[src/rtl/mole_button_input.sv]
// Player-side button front end for the mole game: synchronize, debounce and edge-detect 8 buttons,
// then queue presses and hand them to game logic as hole numbers 1..8 over a valid/ready port.
module mole_button_input #(
    parameter int unsigned DEBOUNCE_CYCLES = 500000,
    parameter int unsigned CNT_W           = 20
) (
    input  logic       clk,
    input  logic       rst_n,
    input  logic [7:0] btn_raw,
    input  logic       en,
    input  logic       hit_ready,
    output logic       hit_valid,
    output logic [3:0] hit_pos,
    output logic [7:0] btn_state
);

    localparam logic [CNT_W-1:0] CntMax = CNT_W'(DEBOUNCE_CYCLES - 1);

    logic [7:0]       sync1_q, sync2_q;
    logic [7:0]       state_q, state_d;
    logic [CNT_W-1:0] cnt_q [8];
    logic [CNT_W-1:0] cnt_d [8];
    logic [1:0]       warm_q;
    logic [7:0]       armed_q, armed_d;
    logic [7:0]       pending_q, pending_d;
    logic [7:0]       press;
    logic [7:0]       avail;
    logic [7:0]       take;
    logic             valid_q, valid_d;
    logic [3:0]       pos_q, pos_d;
    logic             load;
    logic             found;
    logic [2:0]       k;

    always_ff @(posedge clk or negedge rst_n) begin
        if (!rst_n) begin
            sync1_q   <= '0;
            sync2_q   <= '0;
            state_q   <= '0;
            warm_q    <= '0;
            armed_q   <= '0;
            pending_q <= '0;
            valid_q   <= 1'b0;
            pos_q     <= '0;
            for (int i = 0; i < 8; i++) begin
                cnt_q[i] <= '0;
            end
        end else begin
            sync1_q   <= btn_raw;
            sync2_q   <= sync1_q;
            state_q   <= state_d;
            warm_q    <= {warm_q[0], 1'b1};
            armed_q   <= armed_d;
            pending_q <= pending_d;
            valid_q   <= valid_d;
            pos_q     <= pos_d;
            for (int i = 0; i < 8; i++) begin
                cnt_q[i] <= cnt_d[i];
            end
        end
    end

    // Per-bit debounce: accept a new level only after CntMax+1 consecutive differing cycles.
    always_comb begin
        state_d = state_q;
        for (int i = 0; i < 8; i++) begin
            cnt_d[i] = '0;
            if (sync2_q[i] != state_q[i]) begin
                if (cnt_q[i] == CntMax) begin
                    state_d[i] = sync2_q[i];
                end else begin
                    cnt_d[i] = cnt_q[i] + 1'b1;
                end
            end
        end
    end

    // A bit is armed once it has been seen released after reset, so buttons held through
    // reset do not fire when their debounced level first rises.
    always_comb begin
        armed_d = armed_q;
        if (warm_q[1]) begin
            armed_d = armed_q | (~sync2_q & ~state_q);
        end
    end

    assign press = state_d & ~state_q & armed_q & {8{en}};
    assign avail = pending_q & {8{en}};
    assign load  = ~valid_q | hit_ready;

    always_comb begin
        found = 1'b0;
        k     = '0;
        for (int i = 0; i < 8; i++) begin
            if (!found && avail[i]) begin
                found = 1'b1;
                k     = 3'(i);
            end
        end
    end

    always_comb begin
        take    = '0;
        valid_d = valid_q;
        pos_d   = pos_q;
        if (load) begin
            if (found) begin
                valid_d = 1'b1;
                pos_d   = 4'(k) + 4'd1;
                take[k] = 1'b1;
            end else begin
                valid_d = 1'b0;
                pos_d   = '0;
            end
        end
        // A press landing on the bit being taken this edge survives the clear.
        pending_d = en ? ((pending_q & ~take) | press) : '0;
    end

    assign hit_valid = valid_q;
    assign hit_pos   = pos_q;
    assign btn_state = state_q;

endmodule

[config.mk]
export PLATFORM = sky130hd
export DESIGN_NAME = mole_button_input
export DESIGN_NICKNAME = d
export VERILOG_FILES = /design/src/rtl/mole_button_input.sv
export SDC_FILE = /design/constraint.sdc
export NUM_CORES = 1
export LEC_CHECK = 0
export BUFFER_PORTS_ARGS = -buffer_cell sky130_fd_sc_hd__buf_2
export CORE_MARGIN = 3
export CORE_UTILIZATION = 35
export DETAILED_ROUTE_END_ITERATION = 6
export PLACE_DENSITY_LB_ADDON = 0.25
export SETUP_SLACK_MARGIN = 0.02
export SKIP_CTS_REPAIR_TIMING = 1
export SYNTH_ARGS = -nofsm -noshare
export SYNTH_HDL_FRONTEND = slang
export SYNTH_SLANG_ARGS = --single-unit
[constraint.sdc]
create_clock -name clk -period 4.6 [get_ports clk]
set_input_delay 0.23 -clock clk [delete_from_list [all_inputs] [get_ports clk]]
set_output_delay 0.23 -clock clk [all_outputs]
set_load 0.02 [all_outputs]
## After elaboration in Yosys (flattened, before gate mapping)

Index checks and enable logic that the tools add are counted.

- $lt $le $gt $ge: 2
- Add/subtract/negate cells: 9
- Reduce and logical (&&, ||, !) cells: 15
- Muxes and demuxes: 54
- Bitwise operators: 13
- Eq/ne operators: 16

Operator list:

| kind | number |
|---|---|
| $mux 20 | 16 |
| $add 20x1->20 const B | 8 |
| $eq 20x19->1 const B | 8 |
| $and 8x8->8 | 6 |
| $mux 1 | 27 |
| $mux 8 | 3 |
| $not 8->8 | 3 |
| $mux 3 | 6 |
| $or 8x8->8 | 2 |
| $logic_and 1x1->1 | 8 |
| $ne 1x1->1 | 8 |
| $logic_not 1->1 | 7 |
| $add 3x1->4 const B | 1 |
| $lt 3x4->1 const B | 1 |
| $mux 4 | 1 |
| $demux 1 s3 | 1 |
| $ge 3x1->1 const B | 1 |
| $not 1->1 | 1 |
| $or 1x1->1 | 1 |

- Logic and storage cells: 125
- Output and inout bits: 13
- Register bits after elaboration: 207
- Bits of input ports: 12

## Logic depth before layout (Yosys ltp)

Gate-level depths: netlist of the first run.

- Depth in word-level cells: 33
- Depth in mapped cells: 9
- Gate-level depth less buffers: 8

## Least setup slack after synthesis of the first run

OpenSTA, ideal clock, no wires.

- Path kind: register to register
- From: reg pending_q[0]
- To: reg pos_q[2] (netlist: hit_pos[2])
- Path slack: 2.550 ns
- Data required time: 4.473 ns
- Clock period less this slack: 2.050 ns
- Path buffers: 1
- Cell stages (with the launch flop): 10
- Library setup time: 0.127 ns
- Arrival: 1.922 ns
- Path through: dfrtp_1 > or4_1 > buf_2 > nor3_1 > o21ai_0 > a21boi_0 > ha_1 > nor3_1 > a21oi_1 > o21ai_0

- Word-level cells in the longest chain between the ends: 25
- Elaborated cells on any way between the ends: 32
- Those cells by class: add/sub (1); mux (16); bitwise (1); reduce/logical (14)

Ends and longest elaborated chain:

| item | line | RTL |
|---|---|---|
| start: declaration | 25 | `logic [7:0] pending_q, pending_d;` |
| start signal: assignment | 54 | `pending_q <= pending_d;` |
| $and 8x8->8 (*) | 88 | `assign avail = pending_q & {8{en}};` |
| $mux 1 (*) | 95 | `if (!found && avail[i]) begin` |
| $logic_not 1->1 | 95 |  |
| $logic_and 1x1->1 | 95 |  |
| $mux 1 | 95 |  |
| $logic_not 1->1 | 95 |  |
| $logic_and 1x1->1 | 95 |  |
| $mux 1 | 95 |  |
| (+9 left out) | -- |  |
| $logic_not 1->1 | 95 |  |
| $logic_and 1x1->1 | 95 |  |
| $mux 1 | 95 |  |
| $logic_not 1->1 | 95 |  |
| $logic_and 1x1->1 | 95 |  |
| $mux 3 | 95 |  |
| $add 3x1->4 | 109 | `pos_d = 4'(k) + 4'd1;` |
| $mux 4 (*) | 107 | `if (found) begin` |
| end signal: assignment | 56 | `pos_q <= pos_d;` |
| end: declaration | 30 | `logic [3:0] pos_q, pos_d;` |

Every way passes the cells marked *; elsewhere a longest branch is shown, timed or not.
A chain may end at the register's enable or synchronous reset.

==> results of run 1 <==
[worst register-to-register path, delay by kind of cell (launching register included)]
family	cells	cell delay, ns
simple gates	5	1.72
flops	1	0.40
[logic make-up (layout without fill, tap and decap cells)]
logic type	after synthesis	after routing	synth area share
compound gates	46	46	0.0316
xor+xnor	142	142	0.129
fa+ha+maj	17	17	0.0221
buf+inv	52	109	0.0243
flops	207	207	0.539
mux	1	1	0.00104
other cells	1	1	0.000390
simple gates	489	489	0.253
[area by class of cell]
class | count | area, um2 | area share
flip-flops and latches | 207 | 5180 | 0.473
multi-input cells | 696 | 4200 | 0.384
clock buffers | 37 | 731 | 0.0668
well taps | 341 | 427 | 0.0390
repair buffers | 35 | 235 | 0.0215
inverters | 32 | 120 | 0.0110
clock inverters | 5 | 50.0 | 0.00457
[cell usage after synthesis, types with 2 or more instances]
cell	count	share of area
clkbuf_1	6	0.0023
a21o_1	9	0.0070
nor2_1	176	0.069
nor4_1	20	0.013
nor2b_1	4	0.0026
nand3_1	65	0.034
buf_4	6	0.0047
or3_1	3	0.0020
nor4b_1	6	0.0055
nand2b_1	7	0.0046
nor3_1	16	0.0083
o21ai_0	16	0.0083
dfrtp_1	207	0.54
inv_1	32	0.012
o21ai_1	3	0.0016
nor4bb_1	2	0.0021
nand4_1	41	0.027
o211ai_1	2	0.0016
a21oi_1	4	0.0021
ha_1	17	0.022
or2_2	2	0.0013
or4_1	2	0.0016
nand4bb_1	4	0.0047
buf_2	7	0.0036
and3_1	26	0.017
and4_1	7	0.0064
and2_1	19	0.012
a21boi_0	4	0.0031
nor4_2	3	0.0039
xnor2_1	52	0.047
xor2_1	90	0.082
nand3b_1	4	0.0031
nand2_1	76	0.030
[power by group through the flow]
stage	logic (mW)	clock network [mW]	registers (mW)
3_3_place_gp	0.112	0	1.90
6_report	0.112	1.86	1.87
2_1_floorplan	0.0590	0	1.90
5_1_grt	0.135	2.01	1.87
4_1_cts	0.113	1.93	1.87
3_5_place_dp	0.112	0	1.90
[path summary, 6_finish.rpt]
check                      cells past startpoint        from  slack [ns]      endpoint
min                                            3          en        0.12  pending_q[4]
max reg2reg                                    5    cnt_q[7]        2.32     cnt_q[18]
max                                            5    cnt_q[7]        2.32     cnt_q[18]
min reg2reg                                    0  sync1_q[2]        0.35    sync2_q[2]
min in group asynchronous                      2       rst_n        0.39     cnt_q[31]
max in group asynchronous                      3       rst_n        3.08  btn_state[0]
[metal layers]
layer	part of all wire	routed length (um)	up-vias	GRT usage
met5	0	0	-	0
met4	0.023	418	0	0.0340
met3	0.028	502	28	0.0225
met2	0.45	8040	57	0.207
met1	0.50	9000	3105	0.177
li1	-	-	3293	-
[stage by stage]
step / std cells / instance area, um2
2_1_floorplan: 955 / 9620
3_3_place_gp: 1302 / 10100
3_5_place_dp: 1302 / 10100
4_1_cts: 1344 / 10900
5_1_grt: 1353 / 10900
6_report: 1353 / 10900
[cells in the final DEF, fill, tap and decap left out, drive strengths merged, types with 23 or more instances in the layout]
cell	netlist	layout
nand3	65	65
nor2	176	176
nor4	23	23
and3	26	26
xor2	90	90
nand2	77	77
clkbuf	6	37
dfrtp	207	207
buf	14	26
xnor2	52	52
inv	32	32
nand4	41	41
[state kept, by name, indices dropped and copies added, names as in the netlist]
signal     count
warm_q         2
hit_valid      1
pending_q      8
btn_state      8
armed_q        8
sync2_q        8
cnt_q        160
hit_pos        4
sync1_q        8
==> results.md, run 1 <==
* Post-synth EDFFs at 0
* GRT Overall Usage at 0.128
* Worst path slowest cell: nand2b_1
* CTS H-tree lvls at 1
* Unique cell type count in the Yosys netlist at 50
* Core Region at 27000 um2
* Final net count at 1025
* HP Class: input port to flip-flop
* Gp weighted congestion at 0.769
* Largest stage delay, worst path at about 0.60 ns
* Mapped Cells at roughly 960
* Final setup vio count at 0
* Comb pwr share at 0.029
* Outcome: completed
* Final period utilization at 0.495
* Pre-CTS WS at about 2.3 ns
* Rel. slew slack at 0.403
* CP Cell Sequence: nor4b_1 > nand2_1 > nor4_1 > nand2b_1 > nor2_1
* Max_cap viols at 0
* Syn_nets at 984
* Worst Path Arrival at 2.64 ns
* Share of cells above drive strength 1 at 0.0741
* Rows at 60
* I/O Buffers at 24
* Post-layout min period at 2.28 ns
* TritonCTS clock tree: built
* FMAX at 439 MHz
* WP data required at 4.96 ns
* Drt first pass iters at 4
* Fillers at 2632
* Initial antenna violation count at 0
* Die Ht at 172 um
* Total internal power at 3.02 mW
* Avg Vias per Cell at roughly 4.8
* Worst slew pin tran at 0.887 ns
* First-pass GRT wire length at between 30000 and 40000 um
* Startpoint types: flip-flop
* P&R area growth vs syn at 13.8%
* Clock Power Share at 0.483
* Post-DRT Antenna Nets at 0
* Clk buf depth at 3
* # IOs at 25
* Initial Utilization at 0.357
* Post-route DRC violation count at 0
* Share of power burned in registers at 0.487
* Die Area at 29500 um2
* Top_reg_cell synth: dfrtp_1
* Final Util at 0.406
* Pwr dens at 351 nW/um2
* Synth Register Bits at 207
* Crit Path Category: flip-flop to flip-flop
* WL final at 18000 um
* Grt total ovfl at 0
* Mean Syn Cell Area at 10.1 um2
* Final TNS setup at 0 ns
* Sw Ratio at 0.213
* CTS clk-pin slew, worst paths at 0.06 ns
* # clock sinks at around 210
* CP max FO at 18
* Psw at 0.819 mW
* Iter 0 DRT Violations at ~360
* Die Wd at 172 um
* Leak pwr at 4.81 nW
* Largest net degree at the start of global routing at about 120
* Warnings from Yosys at 0
* Number of failing hold endpoints at the final stage at 0
* Async S/R FF share, synth at 1.00
* Total power at 3.84 mW
* CP Capture Type: flip-flop
* DR WL/cell at 13.3 um
* WP buf/inv at 0
* Seq/Total Area, Yosys at 0.539
* Root buf cell: clkbuf_16
* CTS Buf Count at 24
* Skew final at 0.0135 ns
* VDD IR max at around 0.21 mV
* Mapped Area at 9620 um2
* Final Max Slew Viols at 0
* Diode count at 0
* RSZ-0062 raised after global routing: no
* WHS at 0.122 ns
* Worst skew pair latency at 0.51 ns
* Final HPWL DP at between 10000 and 15000 um
* Via count at approximately 6.5k
* Delay-heaviest family, CP: simple AND/OR/NAND/NOR gates
* Final worst setup slack at 2.32 ns
* Vias in the first global route at 6525
Note: power is estimated with default switching activity, not from simulation.
==> inputs of run 2 (changes only) <==
clock period = 2.4 ns   (was 4.6 ns; I/O delays follow)
==> run 2 against run 1 <==
  * Routed wire length up 0.24%
  * Sequential share of layout area down 0.79 points
  * Worst hold slack worse by 0.074 ns
  * Via count up 1.7%
  * Critical endpoint is now hit_pos[2]
  * Largest power group is now clock
  * Clock power up 96%
  * Setup slack worse by 2.1 ns
==> results.md, run 2 (same netlist as run 1, synthesis figures left out) <==
* Outcome: completed
* WP data required at 2.79 ns (-2.17 ns)
* Worst Hold Launch: hit_ready
* Final Max Slew Viols at 0 (unchanged)
* WHS at 0.0480 ns (-0.0742 ns)
* Die Wd at 172 um (unchanged)
* DR WL met2 at 8000 um (-0.55%)
* Top layer in use: met4
* WL final at 18000 um (+0.24%)
* Gp weighted congestion at 0.779 (+1.3%)
* Largest net degree at the start of global routing at 73 (-40%)
* FMAX at 467 MHz (+6.4%)
* Sw Ratio at 0.221 (+0.00809)
* Post-layout min period at 2.14 ns (-0.136 ns)
* Crit Path Category: flip-flop to flip-flop
* First-pass GRT wire length at 31500 um (-0.24%)
* RSZ-0062 raised after global routing: no
* Final period utilization at 0.892 (+0.397)
* Clock Power Share at 0.488 (+0.005)
* VDD IR max at 0.417 mV (+100%)
* M1 WL at 9130 um (+1.4%)
* Worst Setup SP: pending_q[0]
* Share of power burned in registers at 0.480 (-0.007)
* Total internal power at 5.81 mW (+92%)
* Rows at 60 (unchanged)
* Worst slew pin tran at 0.716 ns (-0.171 ns)
* Share of cells above drive strength 1 at 0.0947 (+0.0206)
* Comb pwr share at 0.032 (+0.003)
* Via count at 6592 (+1.7%)
* Number of failing hold endpoints at the final stage at 0 (unchanged)
* Core Region at 27000 um2 (unchanged)
* Skew final at 0.0240 ns (+0.0105 ns)
* Crit Reg-Reg Startpoint: pending_q[0]
* CP Capture Type: flip-flop
* Most frequent cells in the layout: dfrtp_1, nor2_1, xor2_1
* Most common cell after layout, fill and taps aside: dfrtp_1
* CP Cell Sequence: or4_1 > nor3_1 > o21ai_0 > a21boi_1 > ha_1 > nor3_1 > a21oi_1 > o21ai_0
* Leak pwr at 4.93 nW (+2.4%)
* Worst skew pair latency at 0.52 ns (about the same)
* Metal3 WL at 516 um (+2.8%)
* Fillers at 2623 (-0.34%)
* Dpl cells at 1322 (+1.5%)
* TritonCTS clock tree: built
* Largest Register: cnt_q
* Finished Layout Cells at 1376 (+1.7%)
* Max reg flops at 160 (unchanged)
* Psw at 1.65 mW (+100%)
* Iter 0 DRT Violations at 353 (-2.5%)
* HP Class: input port to flip-flop
* CP max FO at 5 (-13)
* P&R area growth vs syn at 15.8%
* Vias in the first global route at 6505 (-0.31%)
* Diode count at 0 (unchanged)
* Max_cap viols at 0 (unchanged)
* GRT Overall Usage at 0.127 (-0.000775)
* Die Ht at 172 um (unchanged)
* Final setup vio count at 0 (unchanged)
* Pwr dens at 670 nW/um2 (+91%)
* Root buf cell: clkbuf_16
* Post-DRT Antenna Nets at 0 (unchanged)
* Rel. slew slack at 0.518 (+0.115)
* Worst Path Arrival at 2.53 ns (-0.11 ns)
* # IOs at 25 (unchanged)
* DR WL/cell at 13.1 um (-1.4%)
* Clk buf depth at 3 (unchanged)
* Final HPWL DP at 12000 um (+1.5%)
* CTS Buf Count at 25 (+4.2%)
* # clock sinks at 207 (unchanged)
* Largest stage delay, worst path at 0.60 ns (about the same)
* Post-route DRC violation count at 0 (unchanged)
* Drt first pass iters at 4 (unchanged)
* Final TNS setup at 0 ns (unchanged)
* CTS H-tree lvls at 1 (unchanged)
* CTS clk-pin slew, worst paths at 0.06 ns (about the same)
* Worst path slowest cell: or4_1
* I/O Buffers at 24 (unchanged)
* Initial Utilization at 0.357 (unchanged)
* Startpoint types: flip-flop
* Total power at 7.46 mW (+94%)
* Avg Vias per Cell at 4.79 (about the same)
* Grt total ovfl at 0 (unchanged)
* Delay-heaviest family, CP: simple AND/OR/NAND/NOR gates
* Initial antenna violation count at 0 (unchanged)
* Die Area at 29500 um2 (unchanged)
* Final net count at 1046 (+2.0%)
* WP buf/inv at 0 (unchanged)
## run 2: cell types whose count changed in the layout (fill, tap and decap cells not counted)
cell	previous run	this run
bufinv_16	1	2
inv_6	0	1
buf_4	2	20
a21boi_0	4	3
buf_12	0	2
clkinv_2	4	8
a21boi_1	1	2
clkbuf_8	6	2
clkinvlp_4	0	1
## run 2: area by class of cell
class / count / area [um2] / share of cell area
clock buffer: 33 / 676 / 0.0607
clock inverter: 12 / 116 / 0.0105
inverter: 32 / 120 / 0.0108
multi-input combinational: 696 / 4200 / 0.378
sequential: 207 / 5180 / 0.465
tap: 341 / 427 / 0.0383
timing repair buffer: 55 / 410 / 0.0369
## run 2: worst register-to-register path, stage by stage (launching register included)
cell      delay, ns
dfrtp_1        0.41
or4_1          0.60
nor3_1         0.21
o21ai_0        0.18
a21boi_1       0.17
ha_1           0.19
nor3_1         0.06
a21oi_1        0.10
o21ai_0        0.08
## run 2: path summary, 6_finish.rpt
| check | endpoint | slack (ns) | cells after the start |
|---|---|---|---|
| max | hit_pos[2] | 0.26 | 8 |
| max reg2reg | hit_pos[2] | 0.26 | 8 |
| max in group asynchronous | cnt_q[156] | 1.52 | 3 |
| min reg2reg | sync2_q[2] | 0.35 | 0 |
| min in group asynchronous | cnt_q[32] | 0.15 | 2 |
| min | hit_pos[1] | 0.05 | 4 |
## run 2: routing by layer
metal	up-vias	global-route usage
met5	-	0
met4	0	0.0358
met3	28	0.0195
met2	56	0.198
met1	3163	0.184
li1	3345	-
## run 2: stage by stage
stage | setup WS [ns] | utilization | area (um2)
6_report | 0.260 | 0.413 | 11100
5_1_grt | 0.0452 | 0.413 | 11100
4_1_cts | 0.207 | 0.410 | 11000
3_5_place_dp | 0.235 | 0.380 | 10300
3_3_place_gp | 0.276 | 0.380 | 10300
2_1_floorplan | 0.350 | - | 9620
## run 2: power groups by stage
stage | combinational [mW] | sequential, mW | clock, mW
after floorplan | 0.113 | 3.63 | 0
after global placement | 0.235 | 3.65 | 0
after detailed placement | 0.236 | 3.65 | 0
after CTS | 0.237 | 3.59 | 3.77
after global routing | 0.279 | 3.59 | 3.90
final | 0.236 | 3.59 | 3.64
==> inputs of run 3 (changes only) <==
--- a/config.mk
+++ b/config.mk
@@ -7,4 +7,5 @@
 export LEC_CHECK = 0
 export BUFFER_PORTS_ARGS = -buffer_cell sky130_fd_sc_hd__buf_2
+export CORE_ASPECT_RATIO = 1.75
 export CORE_MARGIN = 3
 export CORE_UTILIZATION = 35
==> constraint.sdc (replaced) <==
create_clock -name clk -period 2.4 [get_ports clk]
set_input_delay 0.48 -clock clk [delete_from_list [all_inputs] [get_ports clk]]
set_output_delay 0.48 -clock clk [all_outputs]
set_load 0.02 [all_outputs]
==> run 3 against run 2 <==
  * Global-route usage is 0.29 points higher
  * Utilization decreased by 0.16 points
  * Register-to-register slack gained 0.02 ns
  * First-iteration DRC count down 30%
  * Total power decreased by 4.4%
  * Routed wire length is 2.8% higher
  * Die area grew 0.27%
  * Final area decreased by 1.0%
==> results.md, run 3 (same netlist as run 1, synthesis figures left out) <==
* Outcome: completed
* Post-DRT Antenna Nets at 0 (unchanged)
* Startpoint types: flip-flop
* HP Class: input port to flip-flop
* Pwr dens at 647 nW/um2 (-3.4%)
* DR WL/cell at 13.4 um (+2.3%)
* Final Max Slew Viols at 0 (unchanged)
* Vias in the first global route at 6921 (+6.4%)
* Worst Path Arrival at 2.50 ns (-0.03 ns)
* Fillers at 2669 (+1.8%)
* Gp weighted congestion at 0.780 (+0.13%)
* Initial Utilization at 0.359 (+0.00218)
* Largest Register: cnt_q
* Avg Vias per Cell at 4.81 (+0.34%)
* First-pass GRT wire length at 32700 um (+3.8%)
* WL final at 18500 um (+2.8%)
* Initial antenna violation count at 0 (unchanged)
* Die Area at 29600 um2 (+0.27%)
* Share of cells above drive strength 1 at 0.0893 (-0.00538)
* Final setup vio count at 0 (unchanged)
* Leak pwr at 4.86 nW (-1.3%)
* Max_cap viols at 0 (unchanged)
* Iter 0 DRT Violations at 247 (-30%)
* Worst slew pin tran at 0.743 ns (+0.0270 ns)
* Rows at 79 (+32%)
* Final TNS setup at 0 ns (unchanged)
* Most common cell after layout, fill and taps aside: dfrtp_1
* Root buf cell: clkbuf_16
* # IOs at 25 (unchanged)
* Final net count at 1035 (-1.1%)
* FMAX at 471 MHz (+0.75%)
* Post-layout min period at 2.12 ns (-0.0159 ns)
* Grt total ovfl at 0 (unchanged)
* Post-route DRC violation count at 0 (unchanged)
* Final worst setup slack at 0.276 ns (+0.0159 ns)
* Final Util at 0.411 (-0.00163)
* P&R area growth vs syn at 14.6%
* Die Wd at 131 um (-24%)
* CTS H-tree lvls at 1 (unchanged)
* Die Ht at 225 um (+31%)
* Worst skew pair latency at 0.50 ns (-0.02 ns)
* Largest net degree at the start of global routing at 59 (-19%)
* Skew final at 0.00727 ns (-0.0167 ns)
* TritonCTS clock tree: built
* CP Capture Type: flip-flop
* CTS Buf Count at 21 (-16%)
* WP data required at 2.77 ns (-0.02 ns)
* Core Region at 26800 um2 (-0.61%)
* Final HPWL DP at 12800 um (+6.6%)
* Max reg flops at 160 (unchanged)
* Clk buf depth at 3 (unchanged)
* WHS at 0.0898 ns (+0.0417 ns)
* CTS clk-pin slew, worst paths at 0.06 ns (about the same)
* RSZ-0062 raised after global routing: no
* Drt first pass iters at 4 (unchanged)
* Most frequent cells in the layout: dfrtp_1, nor2_1, xor2_1
* Final period utilization at 0.885 (-0.00662)
* Number of failing hold endpoints at the final stage at 0 (unchanged)
* Diode count at 0 (unchanged)
* # clock sinks at 207 (unchanged)
* Crit Path Category: flip-flop to flip-flop
* Rel. slew slack at 0.500 (-0.0182)
* CP max FO at 5 (unchanged)
* Pre-CTS WS at 0.232 ns (-0.00332 ns)
* I/O Buffers at 24 (unchanged)
* VDD IR max at 0.409 mV (-1.9%)
* Total power at 7.14 mW (-4.4%)
* GRT Overall Usage at 0.130 (+0.00293)
* Via count at 6648 (+0.85%)
-- run 3: area by class of cell --
class / count / area, um2 / area share
Sequential cell: 207 / 5180 / 0.470
Multi-Input combinational cell: 696 / 4200 / 0.381
Clock buffer: 28 / 572 / 0.0519
Tap cell: 364 / 455 / 0.0413
Timing Repair Buffer: 48 / 375 / 0.0341
Inverter: 32 / 120 / 0.0109
Clock inverter: 8 / 115 / 0.0104
-- run 3: path summary, 6_finish.rpt --
kind                       cells after the start          from  slack (ns)          to
hold / removal                                 1    btn_raw[7]        0.09  sync1_q[7]
min in group asynchronous                      2         rst_n        0.52  cnt_q[131]
max in group asynchronous                      3         rst_n        1.25    cnt_q[7]
setup / recovery                               8  pending_q[0]        0.28  hit_pos[2]
setup reg to reg                               8  pending_q[0]        0.28  hit_pos[2]
hold reg to reg                                0    sync1_q[1]        0.35  sync2_q[1]
-- run 3: power breakdown --
group	switching [mW]	internal, mW	total [mW]
Sequential	0.0463	3.54	3.58
Clock	1.32	1.99	3.31
Combinational	0.159	0.0782	0.238
Total	1.53	5.61	7.14
-- run 3: per-stage QoR --
step                      cells  cell area [um2]
after floorplan             955             9620
after global placement     1346            10300
after detailed placement   1346            10300
after CTS                  1382            11000
after global routing       1383            11000
final                      1383            11000
-- run 3: critical path, cell delays in order (launching register included) --
cell and delay (ns):
dfrtp_1 0.41, or4_1 0.61, nor3_1 0.20, o21ai_0 0.18, a21boi_1 0.16, ha_1 0.19
nor3_1 0.06, a21oi_1 0.11, o21ai_0 0.08
-- run 3: per-layer routing --
metal | vias up | global-route usage | wire length [um]
met5 | - | 0 | 0
met4 | 0 | 0.0424 | 418
met3 | 25 | 0.0181 | 512
met2 | 56 | 0.235 | 9540
met1 | 3247 | 0.160 | 8040
li1 | 3320 | - | -
